--- config.mk ---
export PLATFORM = sky130hd
export DESIGN_NAME = store_buffer_flat
export DESIGN_NICKNAME = d
export VERILOG_FILES = /design/src/rtl/store_buffer_pkg.sv /design/src/rtl/store_buffer_if.sv /design/src/rtl/store_buffer_sb_match.sv /design/src/rtl/store_buffer.sv /design/src/flat_wrapper.sv
export SDC_FILE = /design/constraint.sdc
export NUM_CORES = 1
export LEC_CHECK = 0
export CAP_MARGIN = 20
export CORE_MARGIN = 4
export CORE_UTILIZATION = 46
export DETAILED_ROUTE_END_ITERATION = 8
export PLACE_DENSITY_LB_ADDON = 0.05
export SLEW_MARGIN = 15
export SYNTH_ARGS = -nofsm -noshare
export SYNTH_HDL_FRONTEND = slang
export SYNTH_SLANG_ARGS = --single-unit
--- constraint.sdc ---
create_clock -name clk_i -period 7.3 [get_ports clk_i]
set_input_delay 1.095 -clock clk_i [delete_from_list [all_inputs] [get_ports clk_i]]
set_output_delay 1.095 -clock clk_i [all_outputs]
set_load 0.01 [all_outputs]
--- src/rtl/store_buffer_pkg.sv ---
// Shared constants and types for the write-back store buffer.
package store_buffer_pkg;
   localparam int SB_LEN_DATA = 32;
   localparam int SB_DEPTH    = 4;

   // Owner of the single data-memory port in a given cycle.
   typedef enum logic [1:0] {
      PORT_IDLE,
      PORT_DRAIN,
      PORT_LOAD
   } port_op_e;
endpackage

--- src/rtl/store_buffer_if.sv ---
// MEM-stage request/response and data-memory port signals of the store buffer.
interface store_buffer_if #(
   parameter int LEN_DATA = store_buffer_pkg::SB_LEN_DATA
);
   logic                st_req;
   logic                ld_req;
   logic [LEN_DATA-1:0] adr;
   logic [LEN_DATA-1:0] wdata;
   logic [LEN_DATA-1:0] rdata;
   logic                stall;
   logic                empty;
   logic                mem_write;
   logic                mem_read;
   logic [LEN_DATA-1:0] mem_adr;
   logic [LEN_DATA-1:0] mem_data;
   logic [LEN_DATA-1:0] mem_out;

   modport slave (
      input  st_req, ld_req, adr, wdata, mem_out,
      output rdata, stall, empty, mem_write, mem_read, mem_adr, mem_data
   );

   modport master (
      output st_req, ld_req, adr, wdata, mem_out,
      input  rdata, stall, empty, mem_write, mem_read, mem_adr, mem_data
   );
endinterface

--- src/rtl/store_buffer_sb_match.sv ---
// Combinational address matcher returning the data of the youngest valid matching entry.
module sb_match #(
   parameter  int LEN_DATA = 32,
   parameter  int DEPTH    = 4,
   localparam int PW       = $clog2(DEPTH)
) (
   input  logic [DEPTH-1:0]               valid_i,
   input  logic [DEPTH-1:0][LEN_DATA-1:0] adr_i,
   input  logic [DEPTH-1:0][LEN_DATA-1:0] data_i,
   input  logic [PW-1:0]                  head_i,
   input  logic [LEN_DATA-1:0]            req_adr_i,
   output logic                           hit_o,
   output logic [LEN_DATA-1:0]            hit_data_o
);
   logic [PW-1:0] idx;

   // Walk oldest to youngest so a later match overrides an earlier one.
   always_comb begin
      hit_o      = 1'b0;
      hit_data_o = '0;
      idx        = '0;
      for (int k = 0; k < DEPTH; k++) begin
         idx = head_i + PW'(k);
         if (valid_i[idx] && adr_i[idx] == req_adr_i) begin
            hit_o      = 1'b1;
            hit_data_o = data_i[idx];
         end
      end
   end
endmodule

--- src/rtl/store_buffer.sv ---
// Circular store queue with load forwarding and a load-first data-memory port arbiter.
module store_buffer
   import store_buffer_pkg::*;
#(
   parameter  int LEN_DATA = SB_LEN_DATA,
   parameter  int DEPTH    = SB_DEPTH,
   localparam int PW       = $clog2(DEPTH),
   localparam int CW       = PW + 1
) (
   input  logic          clk_i,
   input  logic          rst_ni,
   store_buffer_if.slave sb
);
   logic [DEPTH-1:0]               valid_q, valid_d;
   logic [DEPTH-1:0][LEN_DATA-1:0] adr_q, adr_d;
   logic [DEPTH-1:0][LEN_DATA-1:0] data_q, data_d;
   logic [PW-1:0]                  head_q, head_d, tail_q, tail_d;
   logic [CW-1:0]                  count_q, count_d;

   logic                hit, ld_miss, full, st_acc, drain;
   logic [LEN_DATA-1:0] hit_data;
   port_op_e            port_op;

   sb_match #(.LEN_DATA(LEN_DATA), .DEPTH(DEPTH)) u_match (
      .valid_i    (valid_q),
      .adr_i      (adr_q),
      .data_i     (data_q),
      .head_i     (head_q),
      .req_adr_i  (sb.adr),
      .hit_o      (hit),
      .hit_data_o (hit_data)
   );

   // A missing load blocks the drain even when paired with a store, so the
   // port stays free for the retried load.
   assign ld_miss = sb.ld_req & ~hit;
   assign full    = (count_q == CW'(DEPTH));
   assign st_acc  = sb.st_req & ~full;
   assign drain   = (count_q != '0) & ~ld_miss;

   always_comb begin
      port_op = PORT_IDLE;
      if (drain)                       port_op = PORT_DRAIN;
      else if (ld_miss && !sb.st_req)  port_op = PORT_LOAD;
   end

   always_comb begin
      sb.mem_write = 1'b0;
      sb.mem_read  = 1'b0;
      sb.mem_adr   = '0;
      sb.mem_data  = '0;
      case (port_op)
         PORT_DRAIN: begin
            sb.mem_write = 1'b1;
            sb.mem_adr   = adr_q[head_q];
            sb.mem_data  = data_q[head_q];
         end
         PORT_LOAD: begin
            sb.mem_read = 1'b1;
            sb.mem_adr  = sb.adr;
         end
         default: ;
      endcase
   end

   assign sb.rdata = (sb.ld_req && !sb.st_req) ? (hit ? hit_data : sb.mem_out) : '0;
   assign sb.stall = sb.st_req & (full | sb.ld_req);
   assign sb.empty = (count_q == '0);

   always_comb begin
      valid_d = valid_q;
      adr_d   = adr_q;
      data_d  = data_q;
      head_d  = head_q;
      tail_d  = tail_q;
      count_d = count_q;
      if (drain) begin
         valid_d[head_q] = 1'b0;
         head_d          = head_q + PW'(1);
      end
      if (st_acc) begin
         valid_d[tail_q] = 1'b1;
         adr_d[tail_q]   = sb.adr;
         data_d[tail_q]  = sb.wdata;
         tail_d          = tail_q + PW'(1);
      end
      case ({st_acc, drain})
         2'b10:   count_d = count_q + CW'(1);
         2'b01:   count_d = count_q - CW'(1);
         default: ;
      endcase
   end

   always_ff @(posedge clk_i or negedge rst_ni) begin
      if (!rst_ni) begin
         valid_q <= '0;
         adr_q   <= '0;
         data_q  <= '0;
         head_q  <= '0;
         tail_q  <= '0;
         count_q <= '0;
      end else begin
         valid_q <= valid_d;
         adr_q   <= adr_d;
         data_q  <= data_d;
         head_q  <= head_d;
         tail_q  <= tail_d;
         count_q <= count_d;
      end
   end
endmodule
--- src/flat_wrapper.sv ---
// flat-port wrapper written by rule: the top's interface ports become plain ports
module store_buffer_flat import store_buffer_pkg::*;
#(
   parameter  int LEN_DATA = SB_LEN_DATA,
   parameter  int DEPTH    = SB_DEPTH,
   localparam int PW       = $clog2(DEPTH),
   localparam int CW       = PW + 1
)
  (clk_i, rst_ni, sb_st_req, sb_ld_req, sb_adr, sb_wdata, sb_mem_out, sb_rdata, sb_stall, sb_empty, sb_mem_write, sb_mem_read, sb_mem_adr, sb_mem_data);
  store_buffer_if #(.LEN_DATA(LEN_DATA)) sb_i ();
  input  logic clk_i;
  input  logic rst_ni;
  input wire logic [$bits(sb_i.st_req)-1:0] sb_st_req;
  input wire logic [$bits(sb_i.ld_req)-1:0] sb_ld_req;
  input wire logic [$bits(sb_i.adr)-1:0] sb_adr;
  input wire logic [$bits(sb_i.wdata)-1:0] sb_wdata;
  input wire logic [$bits(sb_i.mem_out)-1:0] sb_mem_out;
  output wire logic [$bits(sb_i.rdata)-1:0] sb_rdata;
  output wire logic [$bits(sb_i.stall)-1:0] sb_stall;
  output wire logic [$bits(sb_i.empty)-1:0] sb_empty;
  output wire logic [$bits(sb_i.mem_write)-1:0] sb_mem_write;
  output wire logic [$bits(sb_i.mem_read)-1:0] sb_mem_read;
  output wire logic [$bits(sb_i.mem_adr)-1:0] sb_mem_adr;
  output wire logic [$bits(sb_i.mem_data)-1:0] sb_mem_data;
  assign sb_i.st_req = sb_st_req;
  assign sb_i.ld_req = sb_ld_req;
  assign sb_i.adr = sb_adr;
  assign sb_i.wdata = sb_wdata;
  assign sb_i.mem_out = sb_mem_out;
  assign sb_rdata = sb_i.rdata;
  assign sb_stall = sb_i.stall;
  assign sb_empty = sb_i.empty;
  assign sb_mem_write = sb_i.mem_write;
  assign sb_mem_read = sb_i.mem_read;
  assign sb_mem_adr = sb_i.mem_adr;
  assign sb_mem_data = sb_i.mem_data;
  store_buffer #(.LEN_DATA(LEN_DATA), .DEPTH(DEPTH)) u_core (.clk_i(clk_i), .rst_ni(rst_ni), .sb(sb_i));
endmodule
==> results of run 1 <==
-- critical path: stages (launching register included) --
cell and delay [ns]:
dfrtp_4 0.48, inv_1 0.34, ha_4 0.46, buf_4 0.37, buf_4 0.21, mux2i_1 0.48
nor3_1 0.07, or3_1 0.38, nor4_1 0.43, and4_1 0.37, buf_12 0.28, nor2_1 0.15
nand3_2 0.15, buf_4 0.31, o311ai_1 0.23, o211a_1 0.17, clkdlybuf4s50_1 0.47
-- power groups by stage --
| stage | clock (mW) | sequential, mW | combinational [mW] |
|---|---|---|---|
| 6_report | 1.74 | 3.21 | 7.84 |
| 2_1_floorplan | 0 | 2.85 | 5.98 |
| 3_5_place_dp | 0 | 3.19 | 7.78 |
| 4_1_cts | 1.79 | 3.18 | 7.82 |
| 5_1_grt | 1.85 | 3.33 | 8.33 |
| 3_3_place_gp | 0 | 3.14 | 7.72 |
-- timing repair --
item | CTS | global route
resized for setup | 0 | 1
setup buffers | 0 | 1
setup endpoints to repair | 0 | 41
-- registers in the layout, summed over array words and instances (netlist names) --
signal          flops
u_core.head_q       2
u_core.valid_q      4
u_core.count_q      3
u_core.adr_q      128
u_core.data_q     128
u_core.tail_q       2
-- cells by family (layout without fill, tap and decap cells) --
family / after synthesis / count (layout) / share of synthesized area
xor gates and xnor gates: 127 / 127 / 0.05509
AOI/OAI and AO/OA: 220 / 220 / 0.09030
muxes: 547 / 547 / 0.4230
DFF: 267 / 267 / 0.3309
buffers and inverters: 181 / 309 / 0.04171
adders and majority gates: 10 / 10 / 0.006569
and+or+nand+nor: 211 / 211 / 0.05237
other: 0 / 1 / 0
-- per-stage QoR --
stage | hold WS [ns] | setup slack [ns] | utilization | cells
after floorplan | 0.4795 | 1.782 | - | 1563
after global placement | 0.5003 | 0.8086 | 0.5217 | 2217
after detailed placement | 0.5120 | 0.7549 | 0.5217 | 2217
after CTS | 0.5225 | 0.1493 | 0.5480 | 2275
after global routing | 0.5603 | 0.06168 | 0.5485 | 2277
final | 0.5235 | 0.2563 | 0.5485 | 2277
-- layout by cell type, fill, tap and decap left out, drive strengths merged, types with 35 or more instances in the layout --
master,instances
nand2,65
nor2,46
buf,40
xnor2,99
mux4,220
dfrtp,267
mux2,250
mux2i,77
clkbuf,52
a221oi,35
clkdlybuf4s50,198
a22o,37
-- path summary, 6_finish.rpt --
| kind | start | to | slack [ns] | depth (start not counted) |
|---|---|---|---|---|
| min | u_core.count_q[2] | u_core.count_q[2] | 0.52 | 1 |
| max in group asynchronous | rst_ni | u_core.head_q[1] | 5.20 | 2 |
| max reg2reg | u_core.head_q[1] | u_core.count_q[2] | 1.84 | 18 |
| min reg2reg | u_core.count_q[2] | u_core.count_q[2] | 0.52 | 1 |
| min in group asynchronous | rst_ni | u_core.adr_q[76] | 0.63 | 1 |
| max | u_core.head_q[1] | sb_rdata[22] | 0.26 | 16 |
-- layout make-up --
cell class              instances  area [µm²]
repair buffers                238        2389
fillers                      3666       19540
inverters                      13       48.80
flip-flops and latches        267        6689
multi-input cells            1115       12730
clock inverters                 6       105.1
clock buffers                  52        1032
diodes                          1       2.502
well taps                     585       732.0
-- layer usage --
layer	share of wire	track usage	wire [µm]	vias to the layer above
met5	0.00021	0	13	-
met4	0.018	0.05830	1113	2
met3	0.070	0.04905	4293	78
met2	0.47	0.3921	28380	534
met1	0.45	0.3813	27150	7850
li1	-	-	-	6371
==> metrics, run 1 <==
post-synth top area share=0.3309; Tot GR Track Use=0.2559; Area Overhead vs Synth=17.54%; Max Clock Skew=between 0.01 and 0.015 ns; clock sink count=approximately 270; sequential share of the synthesized area=0.3309; slew margin rel.=0.3341; status=finished clean; H-Tree Depth=2; Syn Nets=around 1.7k; final total power=around 13 mW; TNS Setup=0 ns; vias in the first global route=~15k; critical path class=reg -> out; hold_buf cts=0; vias=14.84k; root buf cell=clkbuf_16; TritonCTS clock tree=yes; DP Wirelength=between 30000 and 40000 µm; Worst-Margin Slew=about 1 ns; VDD IR max=approximately 310 µV; yosys warns=0; part of the power in registers=0.251; final hold vios=0; Power Dens Cells=about 540 nW/µm²; grt total ovfl=0; Placed Instance Area=between 20000 and 25000 µm²; Die ar.=roughly 47000 µm²; first-pass GRT wire length=around 94000 µm; crit share post-route=0.9649; GPL Wtd Cong=approximately 0.89; share of cells above drive strength 1=0.3430; largest area contributor in the netlist=dfrtp_1; IO Port Bufs=approximately 200; asr flop ratio synth=1.000; Max Clk Rate=142.0 MHz; Worst Setup Start Kind=flip-flop; Hold Path Class=reg -> reg; CP Data Required Time=6.20 ns; maximum root-to-sink buffer count=3; count leader, synth=dfrtp_1; Core Region=43270 µm²; DRT iter0 DRCs=roughly 1.2k; row cnt=between 70 and 80; Lkg Pwr=~9.2 nW; Post-Route WL=approximately 61000 µm; P_sw=slightly above 5 mW; Net count, final=around 1.8k; Mapped Avg Cell Area=roughly 13 µm²; Post-route DRC=0; detailed-router iteration count before antenna repair=8; EDFF count, synth=0; most frequent cells after synthesis=dfrtp_1 (267), mux2_2 (250), mux4_2 (220); crit path DAT=between 5 and 6 ns; Worst-Skew Late Latency=approximately 0.54 ns; dominant cells by area after synthesis=dfrtp_1 (33%), mux4_2 (25%), mux2_2 (14%), xnor2_1 (4.3%), mux2i_1 (3.8%); Routed Antenna Nets=0; Final Max Tran Viols=0; initial antenna violation count=2; Die Height=217.5 µm; Max Fanout on Critical Path=34; MaxCap Viol Count=0; Final min period=~7 ns; Int Power=between 7 and 8 mW; register clock-pin slew on the reported worst setup and hold paths=around 0.060 ns; clock share of power=0.136; Die W=217.5 µm; unrepaired setup endpoints after global routing=no; I/O pin cnt=200; Synth cell types=61; Switching Share=0.4020; #FFs+latches synth=~270; CTS buffer count=35; Comb power frac=0.613; most common flop cell mapped by yosys=dfrtp_1; WL/cell=26.77 µm; pin count of the biggest net entering global routing=roughly 160; Critical Path Sink Type=output pin; post-route design area=around 24000 µm²; Starting Density=0.4666; via/cell ratio=about 6.5; Synth Cell Area=between 20000 and 25000 µm²; # setup viols final=0; Synth Instances=~1.6k
Power figures use the tool's default switching activity.
==> run 2: changes to the inputs <==
--- a/config.mk
+++ b/config.mk
@@ -10,6 +10,7 @@
 export CORE_UTILIZATION = 46
 export DETAILED_ROUTE_END_ITERATION = 8
 export PLACE_DENSITY_LB_ADDON = 0.05
+export SKIP_LAST_GASP = 1
 export SLEW_MARGIN = 15
 export SYNTH_ARGS = -nofsm -noshare
 export SYNTH_HDL_FRONTEND = slang
==> results of run 2 <==
Same layout as run 1: the final DEF is identical, and so are final timing and power.
